**config.mk**
```make
export PLATFORM = sky130hd
export DESIGN_NAME = karnaugh_sweep_ctrl
export DESIGN_NICKNAME = d
export VERILOG_FILES = /design/src/rtl/karnaugh_sweep_ctrl.sv
export SDC_FILE = /design/constraint.sdc
export NUM_CORES = 1
export LEC_CHECK = 0
export CORE_MARGIN = 5
export CORE_UTILIZATION = 25
export DETAILED_ROUTE_END_ITERATION = 16
export SYNTH_ARGS = -nofsm -noshare
export SYNTH_HDL_FRONTEND = slang
export SYNTH_SLANG_ARGS = --single-unit
```
**constraint.sdc**
```tcl
create_clock -name clk -period 4.57 [get_ports clk]
set_input_delay 0.6855 -clock clk [delete_from_list [all_inputs] [get_ports clk]]
set_output_delay 0.6855 -clock clk [all_outputs]
set_load 0.005 [all_outputs]
```
**src/rtl/karnaugh_sweep_ctrl.sv**
```systemverilog
// karnaugh_sweep_ctrl
// -------------------
// Exhaustive self-test sequencer for the 4-input Karnaugh-simplified function
// block. It walks A3..A0 through all 16 input combinations, holds each one for
// SETTLE cycles, samples Z on the following cycle, and compares every sample
// against the EXPECTED truth table. The captured table, the mismatch count,
// the first failing index and an overall pass flag are reported through a
// start/busy/done handshake.
//
// Parameters:
//   EXPECTED      expected Z per index; bit k is Z for {A3,A2,A1,A0}=k
//   SETTLE        cycles each vector is held before its sample cycle (1..15)
//
// Ports:
//   clk           system clock, rising edge
//   rst           asynchronous reset, active-high
//   start         request a sweep (only looked at while idle)
//   abort         synchronous cancel of a running sweep
//   Z             output of the function block under test
//   A0..A3        function inputs; {A3,A2,A1,A0} is the current index
//   busy          sweep in progress
//   done          one-cycle completion pulse
//   pass          last completed sweep had zero mismatches
//   err_count     mismatches in the current/last sweep (0..16)
//   err_valid     at least one mismatch has been recorded
//   first_err_idx index of the first mismatch (meaningful when err_valid=1)
//   truth_table   captured Z values; bit k = Z sampled at index k

module karnaugh_sweep_ctrl #(
    parameter logic [15:0] EXPECTED = 16'h6996,
    parameter int          SETTLE   = 2
) (
    input  logic        clk,
    input  logic        rst,
    input  logic        start,
    input  logic        abort,
    input  logic        Z,
    output logic        A0,
    output logic        A1,
    output logic        A2,
    output logic        A3,
    output logic        busy,
    output logic        done,
    output logic        pass,
    output logic [4:0]  err_count,
    output logic        err_valid,
    output logic [3:0]  first_err_idx,
    output logic [15:0] truth_table
);

    typedef enum logic [1:0] {
        ST_IDLE,
        ST_SETTLE,
        ST_SAMPLE,
        ST_FINISH
    } state_t;

    localparam logic [3:0] SETTLE_LAST = 4'(SETTLE - 1);

    state_t     state;
    logic [3:0] idx;
    logic [3:0] settle_cnt;
    logic       mismatch;
    logic [4:0] err_next;

    // The function inputs are driven straight from the index register so the
    // block under test always sees a glitch-free, registered vector.
    assign A0 = idx[0];
    assign A1 = idx[1];
    assign A2 = idx[2];
    assign A3 = idx[3];

    // Comparison of the live Z against the expected bit for the current
    // index. err_next is the count as it would stand after this sample, so
    // the final pass decision can include the last comparison in the same
    // edge that enters FINISH. Sixteen mismatches fit in five bits, so the
    // count can never wrap.
    always_comb begin
        mismatch = (Z != EXPECTED[idx]);
        err_next = err_count + 5'(mismatch);
    end

    // Main sequencer. Every output is a register updated here. Abort wins
    // over the sample update at the same edge, leaving partial results
    // intact but forcing pass low and suppressing the done pulse.
    always_ff @(posedge clk or posedge rst) begin
        if (rst) begin
            state         <= ST_IDLE;
            idx           <= 4'd0;
            settle_cnt    <= 4'd0;
            busy          <= 1'b0;
            done          <= 1'b0;
            pass          <= 1'b0;
            err_count     <= 5'd0;
            err_valid     <= 1'b0;
            first_err_idx <= 4'd0;
            truth_table   <= 16'd0;
        end else begin
            case (state)
                ST_IDLE: begin
                    done <= 1'b0;
                    if (start) begin
                        idx           <= 4'd0;
                        settle_cnt    <= 4'd0;
                        err_count     <= 5'd0;
                        err_valid     <= 1'b0;
                        first_err_idx <= 4'd0;
                        truth_table   <= 16'd0;
                        pass          <= 1'b0;
                        busy          <= 1'b1;
                        state         <= ST_SETTLE;
                    end
                end

                ST_SETTLE: begin
                    if (abort) begin
                        state      <= ST_IDLE;
                        busy       <= 1'b0;
                        idx        <= 4'd0;
                        settle_cnt <= 4'd0;
                        pass       <= 1'b0;
                    end else if (settle_cnt == SETTLE_LAST) begin
                        state <= ST_SAMPLE;
                    end else begin
                        settle_cnt <= settle_cnt + 4'd1;
                    end
                end

                ST_SAMPLE: begin
                    if (abort) begin
                        state      <= ST_IDLE;
                        busy       <= 1'b0;
                        idx        <= 4'd0;
                        settle_cnt <= 4'd0;
                        pass       <= 1'b0;
                    end else begin
                        truth_table[idx] <= Z;
                        if (mismatch) begin
                            err_count <= err_next;
                            if (!err_valid) begin
                                first_err_idx <= idx;
                                err_valid     <= 1'b1;
                            end
                        end
                        if (idx == 4'd15) begin
                            state <= ST_FINISH;
                            done  <= 1'b1;
                            pass  <= (err_next == 5'd0);
                        end else begin
                            idx        <= idx + 4'd1;
                            settle_cnt <= 4'd0;
                            state      <= ST_SETTLE;
                        end
                    end
                end

                ST_FINISH: begin
                    done  <= 1'b0;
                    busy  <= 1'b0;
                    idx   <= 4'd0;
                    state <= ST_IDLE;
                end

                default: begin
                    state <= ST_IDLE;
                    busy  <= 1'b0;
                    done  <= 1'b0;
                    idx   <= 4'd0;
                end
            endcase
        end
    end

endmodule

```
# Yosys cells after proc, flatten, opt, wreduce, memory -nomap -nowiden
# Memory sizes are Yosys's and may differ from the RTL's.
# Cells that the tools add are included.
# totals
ff_bits	39
latch_bits	0
ram_bits	0
romBits	16
wordCells	94
mem_count	1
# mem_list
memory	depth	width	read_ports	rd_clocked_by_memory_dff	wr	line_no	source
(no name shown)	16	1	1	0	0	79	mismatch = (Z != EXPECTED[idx]);
# op_classes
add_sub_neg	3
multipliers	0
n_div	0
order_cmp	2
n_eq_ne	17
shift	0
n_mux	44
n_bitwise	0
reduce_logical	17
# ops
operator	count
two-way mux 4 bit	11
two-way mux 16 bit	2
one-hot mux 16 bit (2 select lines)	1
bitwise mux 16 bit	1
one-hot mux 4 bit (4 select lines)	1
two-way mux 5 bit	3
!= test 2 bit (second input constant)	6
!= test 3 bit (second input constant)	4
one-hot mux 4 bit (3 select lines)	1
AND reduction 4 bit	3
two-way mux 1 bit	11
two-way mux 2 bit	5
one-hot mux 5 bit (2 select lines)	1
AND reduction 3 bit	3
adder 4 x 1 -> 4 bit (second input constant)	2
one-hot mux 2 bit (4 select lines)	1
one-hot mux 4 bit (2 select lines)	1
one-hot mux 1 bit (3 select lines)	2
adder 5 x 1 -> 5 bit	1
logical NOT 5 bit	1
less-than comparator 4 x 5 -> 1 bit (second input constant)	1
AND reduction 5 bit	1
demux 1 bit (select 4 bit)	1
equality test 2 bit (second input constant)	2
13 further kinds	17

# Logic depth before layout (Yosys ltp)
# Gate-level depths: netlist (run 1).
# logic_depth
ltp_word	8
mapped_depth	9
depth_no_buf	9

# Worst setup path after synthesis (run 1)
# No wires, ideal clock.
# synth_path
path_kind	register -> register
startpoint	reg idx[0]
endpoint	reg pass
setup_time_ns	0.066
arrival_ns	2.595
required_ns	4.504
path_slack_ns	1.909
stages_incl_launch_ff	10
n_path_buf	0
period_less_slack_ns	2.661
cell_sequence	dfrtp_1 inv_1 ha_1 xor2_2 xnor2_2 ha_1 ha_1 or4_1 a2111oi_0 mux2_1
# synth_between
elab_chain_cells	8
elab_cells_between_ends	11
# synth_rtl
item	line_no	source
start: declaration	61	logic [3:0] idx;
start signal: assignment	150	idx <= idx + 4'd1;
memory (16 x 1 bit)	--	
two-way mux 1 bit (implied by the code)	79	
!= test 1 bit	79	
adder 5 x 1 -> 5 bit	80	err_next = err_count + 5'(mismatch);
logical NOT 5 bit	148	pass <= (err_next == 5'd0);
two-way mux 1 bit	145	if (idx == 4'd15) begin
two-way mux 1 bit	130	if (abort) begin
one-hot mux 1 bit (3 select lines)	99	case (state)
end signal: assignment	148	
end: declaration	44	output logic pass,
# Parallel ways exist; a longest one is shown, timed or not. The select of a mux whose other input is x is not followed.
# A chain may end at the register's enable or synchronous reset.

# Worst setup path after layout (run 1)
# Ends and elaborated chain as after synthesis.

==> impl_metrics.env, run 1 <==
export IMPL_outcome="finished clean"
export IMPL_cts_root_buffer="clkbuf_8"
export IMPL_setup_viol=0
export IMPL_hold_path_class="reg -> reg"
export IMPL_crit_slowest_cell="or4_1"
export IMPL_grt_ovfl_total=0
export IMPL_clockBufferDepth=2
export IMPL_ys_ff_latch=39
export IMPL_cts_hold_buf=0
export IMPL_required_ps=4810
export IMPL_path_max_fanout=7
export IMPL_dp_cells=357
export IMPL_die_area_um2=10600
export IMPL_die_y_um=103
export IMPL_fin_skew_ps=7.17
export IMPL_grt_pass1_vias=1752
export IMPL_fp_coreArea_um2=8590
export IMPL_fin_crit_ps=2890
export IMPL_fin_crit_sh_pct=63.2
export IMPL_syn_inst=221
export IMPL_power_density_nw_per_um2=391
export IMPL_vias=1786
export IMPL_postRouteAntennaNets=0
export IMPL_end_kind="register"
export IMPL_synthAdderAreaFrac_pct=6.94
export IMPL_hold_viol=0
export IMPL_fp_row_count=34
export IMPL_yosysMostFrequentCell="dfrtp_1"
export IMPL_syn_area_um2=2160
export IMPL_drv_slew=0
export IMPL_route_detailed_vias_per_inst=4.89
export IMPL_synth_fp_nets=238
export IMPL_first_pass_iters=4
export IMPL_async_flop_share_pct=100
export IMPL_cts_tree="built"
export IMPL_grt_usage_pct=10.4
export IMPL_cts_buffers=5
export IMPL_slowest_delay_ps=480
export IMPL_synth_ff_type="dfrtp_1"
export IMPL_synth_top_area_share_pct=45.1
export IMPL_nNetsFinal=273
export IMPL_finalNonFillerCells=365
export IMPL_critPathBufInv=1
export IMPL_arrival_ps=3130
export IMPL_clock_latency_ps=300
export IMPL_gp_congestion=0.800
export IMPL_leakage_nw=1.20
export IMPL_drtIter0Drc=115
export IMPL_crit_top_cell="ha_1"
export IMPL_die_w_um=103
export IMPL_synth_edf_count=0
export IMPL_muxShareOfSynthArea_pct=1.97
export IMPL_synthTopCellsByCount="dfrtp_1, o21ai_0, a21oi_1"
export IMPL_layout_drive_gt1_share_pct=8.95
export IMPL_slew_headroom_pct=32.6
export IMPL_grt_max_degree=40
export IMPL_worstMarginPinSlew_ps=1010
export IMPL_post_cts_resized_instances=0
export IMPL_synth_xor_xnor_area_share_pct=2.66
export IMPL_antenna_found_initial=0
export IMPL_startpoint_type="register"
export IMPL_worstPathCellList="inv_1 > ha_1 > xor2_2 > xnor2_2 > ha_1 > ha_1 > or4_1 > a2111oi_0 > mux2_1"
export IMPL_ys_warnings_count=0
export IMPL_clk_pin_slew_worst_paths_ps=80
export IMPL_dp_hpwl_um=3800
export IMPL_clock_sinks=39
export IMPL_io_pins=38
export IMPL_max_freq_ghz=0.346
export IMPL_start_util_pct=25.2
export IMPL_wl_per_cell_um=14.4
export IMPL_ys_seq_area_share_pct=45.1
export IMPL_diodes=0
export IMPL_fin_hold_ws_ps=511
export IMPL_drv_cap=0
export IMPL_crit_family="adder cells"
export IMPL_yosys_area_top_type="dfrtp_1"
export IMPL_vdd_drop_max_uv=211
export IMPL_port_buffers=37
export IMPL_fill_cells=920
export IMPL_avgSynthCellArea_um2=9.78
export IMPL_syn2layout_area_growth_pct=25.5
export IMPL_synth_top_family_by_area="compound AO/OA/AOI/OAI gates"
export IMPL_wirelength_um=5240
export IMPL_synth_compound_area_share_pct=26.4
export IMPL_ys_top_cells_by_area="dfrtp_1, o21ai_0, ha_1"
export IMPL_synth_simple_area_share_pct=13.1
export IMPL_worstSetupPathType="reg -> reg"
export IMPL_setup_tns_ps=0
export IMPL_grt_pass1_wl_um=8640
export IMPL_cts_setup_buffers=0
export IMPL_rsz0062_at_grt="no"
export IMPL_cts_max_level=2
export IMPL_synth_cell_types=47
export IMPL_drc=0
final cells by class:
cell class	instances	area (µm²)	share of cell area [%]
inverter	8	30.0	1.11
clock buffer	5	68.8	2.54
timing repair buffer	38	378	13.9
sequential	39	976	36.0
multi-input combinational	164	1100	40.7
tap	108	135	4.98
clock inverter	3	20.0	0.738
placed cells by master (no fill, tap or decap), types with 6 or more instances in the layout:
cell	netlist	routed
dfrtp_1	39	39
o21ai_0	37	37
clkdlybuf4s50_1	0	37
a21oi_1	22	22
nand2_1	12	12
ha_1	12	12
nor2_1	11	11
nand2b_1	8	8
inv_1	7	7
nor2b_1	6	6
worst min-delay path: cells and delay by family, from the launching register on:
family         cells  cell delay (ps)
AO/OA/AOI/OAI      2              140
flip-flops         1              340
per-layer routing:
metal | up-vias | GRT usage, % | part of all wire, %
met5 | - | 0 | 0
met4 | 0 | 3.88 | 1.5
met3 | 8 | 2.57 | 4.0
met2 | 37 | 16.1 | 46
met1 | 869 | 14.1 | 48
li1 | 872 | - | -
per-stage QoR:
step / instance area, µm² / setup WS (ps) / util (%) / power, mW
5_1_grt: 2710 / 1450 / 31.6 / 1.15
3_5_place_dp: 2620 / 1460 / 30.5 / 0.835
6_report: 2710 / 1680 / 31.6 / 1.06
2_1_floorplan: 2160 / 1910 / - / 0.715
3_3_place_gp: 2620 / 1460 / 30.5 / 0.828
4_1_cts: 2710 / 1690 / 31.6 / 1.07
state kept, by name, indices dropped and copies added (netlist names):
register / cells
done: 1
idx: 4
state: 2
err_valid: 1
first_err_idx: 4
settle_cnt: 4
pass: 1
busy: 1
truth_table: 16
err_count: 5
power by group:
group          leakage (nW)  internal, mW  switching (mW)
Clock                0.0402         0.106           0.127
Sequential            0.537         0.377          0.0251
Combinational         0.626         0.166           0.261
cells by family after synthesis:
family,count (synthesis)
compound gates,90
fa+ha+maj,12
simple gates,54
xor+xnor,4
mux,4
buf+inv,18
flops,39
path summary, 6_finish.rpt:
path | from | end | slack [ps] | depth (start not counted)
max | idx[0] | pass | 1680 | 9
min | truth_table[2] | truth_table[2] | 510 | 2
max reg2reg | idx[0] | pass | 1680 | 9
min reg2reg | truth_table[2] | truth_table[2] | 510 | 2
max in group asynchronous | rst | settle_cnt[3] | 3420 | 3
min in group asynchronous | rst | truth_table[5] | 810 | 3
Note: power is estimated with default switching activity, not from simulation.
==> run 2, diff against run 1 <==
Clock period 4.57 ns to 2.3 ns, I/O delays scaled along.
==> run 2 against run 1 <==
Net effect: the flow now finishes with violations (setup timing); largest power group unchanged; largest cell class unchanged; critical path type unchanged; setup slack worse by 1700 ps; global-route usage is 0.29 points higher; via count is 5.4% higher; clock skew is 0.99 ps higher; sequential share of layout area is 2.9 points lower; utilization is 2.8 points higher; power is 120% higher; count of clock-buffer cells in the layout is 1 higher.
==> impl_metrics.env, run 2 (synthesis results as in run 1) <==
export IMPL_outcome="finished with violations"
export IMPL_violations="setup timing"
export IMPL_cts_tree="built"
export IMPL_drtIter0Drc=75
export IMPL_met1_usage_pct=14.0
export IMPL_first_pass_iters=4
export IMPL_cts_hold_buf=0
export IMPL_syn2layout_area_growth_pct=36.7
export IMPL_slowest_delay_ps=430
export IMPL_fp_row_count=34
export IMPL_wl_per_cell_um=14.2
export IMPL_hold_path_class="in -> async"
export IMPL_critPathBufInv=1
export IMPL_r2r_end="pass"
export IMPL_rsz0062_at_grt="yes"
export IMPL_diodes=0
export IMPL_crit_top_cell="ha_4"
export IMPL_final_common_cell="dfrtp_1"
export IMPL_worstPathCellList="inv_2 > ha_4 > xor2_2 > xnor2_2 > ha_2 > ha_4 > or4_4 > a2111oi_4 > mux2_4"
export IMPL_drv_slew=0
export IMPL_startpoint_type="register"
export IMPL_reg_top3="truth_table (16), err_count (5)"
export IMPL_wirelength_um=5460
export IMPL_io_pins=38
export IMPL_timing_rr_start="idx[0]"
export IMPL_crit_slowest_cell="or4_4"
export IMPL_vias=1883
export IMPL_cts_buffers=5
export IMPL_grtUsageMet2_pct=17.6
export IMPL_die_w_um=103
export IMPL_arrival_ps=2560
export IMPL_layout_drive_gt1_share_pct=19.1
export IMPL_placed_area_um2=2770
export IMPL_max_freq_ghz=0.428
export IMPL_drv_cap=0
export IMPL_grt_max_degree=40
export IMPL_route_detailed_vias_per_inst=4.89
export IMPL_pre_cts_slack_ps=-297
export IMPL_largest_register_ff_count=16
export IMPL_antenna_found_initial=0
export IMPL_port_buffers=37
export IMPL_path_max_fanout=2
export IMPL_worstMarginPinSlew_ps=966
export IMPL_power_density_nw_per_um2=795
export IMPL_dp_hpwl_um=4060
export IMPL_setup_viol=1
export IMPL_rr_worst_depth=9
export IMPL_fin_crit_sh_pct=102
export IMPL_cts_max_level=2
export IMPL_fin_crit_ps=2340
export IMPL_fin_skew_ps=8.16
export IMPL_met3_usage_pct=2.57
export IMPL_clock_latency_ps=290
export IMPL_crit_family="adder cells"
export IMPL_hold_viol=0
export IMPL_fp_coreArea_um2=8590
export IMPL_finalInstanceArea_um2=2960
export IMPL_clk_pin_slew_worst_paths_ps=80
export IMPL_postRouteAntennaNets=0
export IMPL_die_y_um=103
export IMPL_clockBufferDepth=2
export IMPL_clock_sinks=39
export IMPL_final_cell_mix="dfrtp_1, o21ai_0, clkdlybuf4s50_1"
export IMPL_reg2reg_slack_ps=-40
export IMPL_grt_ovfl_total=0
export IMPL_worstSetupPathType="reg -> reg"
export IMPL_regMostFlops="truth_table"
export IMPL_setup_tns_ps=-36.5
export IMPL_leakage_nw=1.32
export IMPL_die_area_um2=10600
export IMPL_drc=0
export IMPL_grt_pass1_wl_um=9070
export IMPL_grt_busiest_layer="met2"
export IMPL_fill_cells=893
export IMPL_final_setup_worst_slack_ps=-36.5
export IMPL_grt_usage_pct=10.7
export IMPL_vdd_drop_max_uv=440
export IMPL_nNetsFinal=293
export IMPL_start_util_pct=25.2
export IMPL_cts_root_buffer="clkbuf_8"
export IMPL_end_kind="register"
export IMPL_slew_headroom_pct=35.3
export IMPL_gp_congestion=0.775
export IMPL_required_ps=2530
export IMPL_grt_pass1_vias=1873
-- run 2: changes by cell type in the layout (fill, tap and decap cells not counted), sizes merged --
cell | previous run | this run
clkbuf | 5 | 6
bufinv | 0 | 1
clkinvlp | 2 | 0
buf | 1 | 21
-- run 2: worst min-delay path: stages --
cell	delay, ps
clkdlybuf4s50_1	400
inv_1	50
buf_4	420
-- run 2: power by group --
| part | leakage (nW) | internal, mW | switching (mW) |
|---|---|---|---|
| clock | 0.0612 | 0.351 | 0.243 |
| sequential | 0.536 | 0.749 | 0.0467 |
| combinational | 0.722 | 0.411 | 0.549 |
| total | 1.32 | 1.51 | 0.838 |
-- run 2: layer usage --
layer	share of wire, %	vias up
li1	-	916
met1	47	923
met2	47	39
met3	5.1	5
met4	1.2	0
met5	0	-
-- run 2: how the worst max path moves through the flow --
stage,startpoint,to,slack [ps],cells after the start
3_5_place_dp,Z,pass,-300,8
5_1_grt,idx[0],pass,-130,9
2_1_floorplan,idx[0],pass,-110,9
3_3_place_gp,Z,pass,-240,8
6_report,idx[0],pass,-40,9
4_1_cts,idx[0],pass,-30,9
-- run 2: final cells by class --
class | count | area [µm²] | share of cell area [%]
well taps | 108 | 135 | 4.57
clock inverters | 2 | 35.0 | 1.19
clock buffers | 6 | 82.6 | 2.79
inverters | 8 | 30.0 | 1.02
multi-input cells | 164 | 1160 | 39.4
repair buffers | 58 | 532 | 18.0
flip-flops and latches | 39 | 977 | 33.1
-- run 2: stage by stage --
step	hold slack (ps)	util, %	total power [mW]	cells
3_5_place_dp	490	32.2	1.73	372
5_1_grt	529	34.4	2.52	385
2_1_floorplan	484	-	1.43	221
4_1_cts	503	34.3	2.38	385
6_report	480	34.4	2.35	385
3_3_place_gp	484	32.2	1.71	372
-- run 2: timing repair --
item | in CTS | in global routing
setup buffers | 5 | 0
pin swaps | 4 | 1
resized for setup | 6 | 1
setup endpoints to repair | 1 | 1
hold endpoints to repair | 0 | 0
==> patch (config.mk and constraints of run 1) <==
Register the inputs `start`, `abort` and `Z` before use. The logic sees them one clock later. Comments in the files are not updated.
--- a/src/rtl/karnaugh_sweep_ctrl.sv
+++ b/src/rtl/karnaugh_sweep_ctrl.sv
@@ -57,6 +57,16 @@
 
     localparam logic [3:0] SETTLE_LAST = 4'(SETTLE - 1);
 
+    logic start_q;
+    logic abort_q;
+    logic Z_q;
+
+    always_ff @(posedge clk) begin
+        start_q <= start;
+        abort_q <= abort;
+        Z_q     <= Z;
+    end
+
     state_t     state;
     logic [3:0] idx;
     logic [3:0] settle_cnt;
@@ -76,7 +86,7 @@
     // edge that enters FINISH. Sixteen mismatches fit in five bits, so the
     // count can never wrap.
     always_comb begin
-        mismatch = (Z != EXPECTED[idx]);
+        mismatch = (Z_q != EXPECTED[idx]);
         err_next = err_count + 5'(mismatch);
     end
 
@@ -99,7 +109,7 @@
             case (state)
                 ST_IDLE: begin
                     done <= 1'b0;
-                    if (start) begin
+                    if (start_q) begin
                         idx           <= 4'd0;
                         settle_cnt    <= 4'd0;
                         err_count     <= 5'd0;
@@ -113,7 +123,7 @@
                 end
 
                 ST_SETTLE: begin
-                    if (abort) begin
+                    if (abort_q) begin
                         state      <= ST_IDLE;
                         busy       <= 1'b0;
                         idx        <= 4'd0;
@@ -127,14 +137,14 @@
                 end
 
                 ST_SAMPLE: begin
-                    if (abort) begin
+                    if (abort_q) begin
                         state      <= ST_IDLE;
                         busy       <= 1'b0;
                         idx        <= 4'd0;
                         settle_cnt <= 4'd0;
                         pass       <= 1'b0;
                     end else begin
-                        truth_table[idx] <= Z;
+                        truth_table[idx] <= Z_q;
                         if (mismatch) begin
                             err_count <= err_next;
                             if (!err_valid) begin
Formal check against the unedited RTL: not equivalent (a bounded check fails within 4 cycles, from zero or initial values and one cycle with rst high).
==> patch against run 1 <==
Critical path depth grew 1. Via count shrank 1.8%. Combinational power shrank 9.6%. Power grew 10%. Design area grew 3.0%. Wire length shrank 0.34%. Critical path type unchanged. Setup slack gained 410 ps. Synthesized area grew 1.8%. Sequential cell count grew 3. Non-clock buffer count is the same. First-iteration DRC count shrank 32%.
==> patch: results (changes against run 1) <==
----------------------------------------------------
[Yosys]
  Proportion of synthesized flip-flops having asynchronous set or reset ... 92.9% (-7.1 points)
  Mux share of post-synthesis cell area ... 1.93% (-0.035 points)
  Sequential area share after synthesis ... 47.1% (+1.9 points)
  Most frequent cells after synthesis ... 39 x sky130_fd_sc_hd__dfrtp_1, 39 x sky130_fd_sc_hd__o21ai_0, 20 x sky130_fd_sc_hd__a21oi_1
  Adder and majority cell fraction of the synthesized area ... 6.82% (-0.12 points)
  Compound-Gate Fraction of Synth Area ... 24.4% (-2.0 points)
  XOR/XNOR share of the synthesized area ... 3.41% (+0.75 points)

[Outcome]
  Outcome ... finished, final reports clean

[Drt]
  Met3 wire length ... 268 um (+27%)
  Routed via count divided by cell count ... 4.81 (-1.8%)
  Initial detailed-routing violation count ... 78 (-32%)
  Routed metal-1 wirelength ... 2.47 mm (-1.9%)
  Met2 Wirelength ... 2.40 mm (-1.3%)

[Worst setup path]
  Setup slack of the most critical reg-to-reg path ... 2090 ps (+410 ps)
  R2R depth ... 10 (+1)
  Crit path launch ... idx[1]$_DFFE_PP0P_
  Largest fanout of any net on the critical path ... 8 (+1)
  Critical path data arrival time ... 2660 ps (-470 ps)

[Global route]
  Vias in the first global route ... 1758 (+0.34%)
  Global-route wire length before repair ... 8.89 mm (+3.0%)
  Met2 Use GR ... 15.1% (-1.0 points)
  Met3 usage in global routing ... 3.05% (+0.48 points)
  Met1 usage ... 13.1% (-0.97 points)
  GRT Overall Usage ... 9.76% (-0.65 points)

[Final layout]
  Share of cells above drive strength 1 ... 6.61% (-2.3 points)

[Power and ir drop]
  Sequential power ... 0.432 mW (+7.5%)
  Proportion of power drawn by flip-flops and latches ... 37.0% (-0.8 points)
  Maximum vdd ir drop ... 0.221 mV (+4.6%)
  Switching part of the total ... 33.7% (-5.1 points)
  LEAKAGE ... 1.21 nW (+0.74%)
  Power in combinational cells ... 0.386 mW (-9.6%)

[STA]
  Worst-case clock skew ... 6.41 ps (-0.757 ps)
  Peak clock frequency supported by timing ... 403 MHz (+16%)
  Fin Hold WS ... 500 ps (-10.7 ps)
  Worst-margin pin slew ... 970 ps (-36.6 ps)

[Place]
  GPL Wtd Cong ... 0.793 (-0.86%)
  Dpl cell area ... 2660 sq um (+1.3%)
  Total half-perimeter wirelength after legalization and detailed placement ... 3.78 mm (-0.49%)

[Clocking]
  Worst-skew pair later-pin latency ... 290 ps
  CTS max path bufs ... 2 (unchanged)

[Min path]
  Min-Delay Path Depth ... 1 (-1)

----------------------------------------------------
[patch: worst max-delay path: stages, from the launching register on]
cell	delay, ps
sky130_fd_sc_hd__dfrtp_1	470
sky130_fd_sc_hd__inv_1	100
sky130_fd_sc_hd__ha_1	350
sky130_fd_sc_hd__xor2_2	200
sky130_fd_sc_hd__xnor2_2	290
sky130_fd_sc_hd__ha_1	230
sky130_fd_sc_hd__ha_1	260
sky130_fd_sc_hd__xor2_1	170
sky130_fd_sc_hd__nor3_1	60
sky130_fd_sc_hd__o21ai_0	160
sky130_fd_sc_hd__mux2i_1	80
[patch: logic make-up after synthesis]
group | count (synthesis)
adder cells (fa/ha/maj) | 12
multiplexers | 4
XOR/XNOR | 6
buffers and inverters | 20
AND/OR/NAND/NOR | 50
flip-flops | 42
AO/OA/AOI/OAI | 87
[patch: area by class of cell]
class,count,area (sq um)
fillers,883,5840
multi-input cells,159,1070
flip-flops and latches,42,1040
repair buffers,38,378
well taps,108,135
clock buffers,5,68.8
clock inverters,3,68.8
inverters,10,37.5
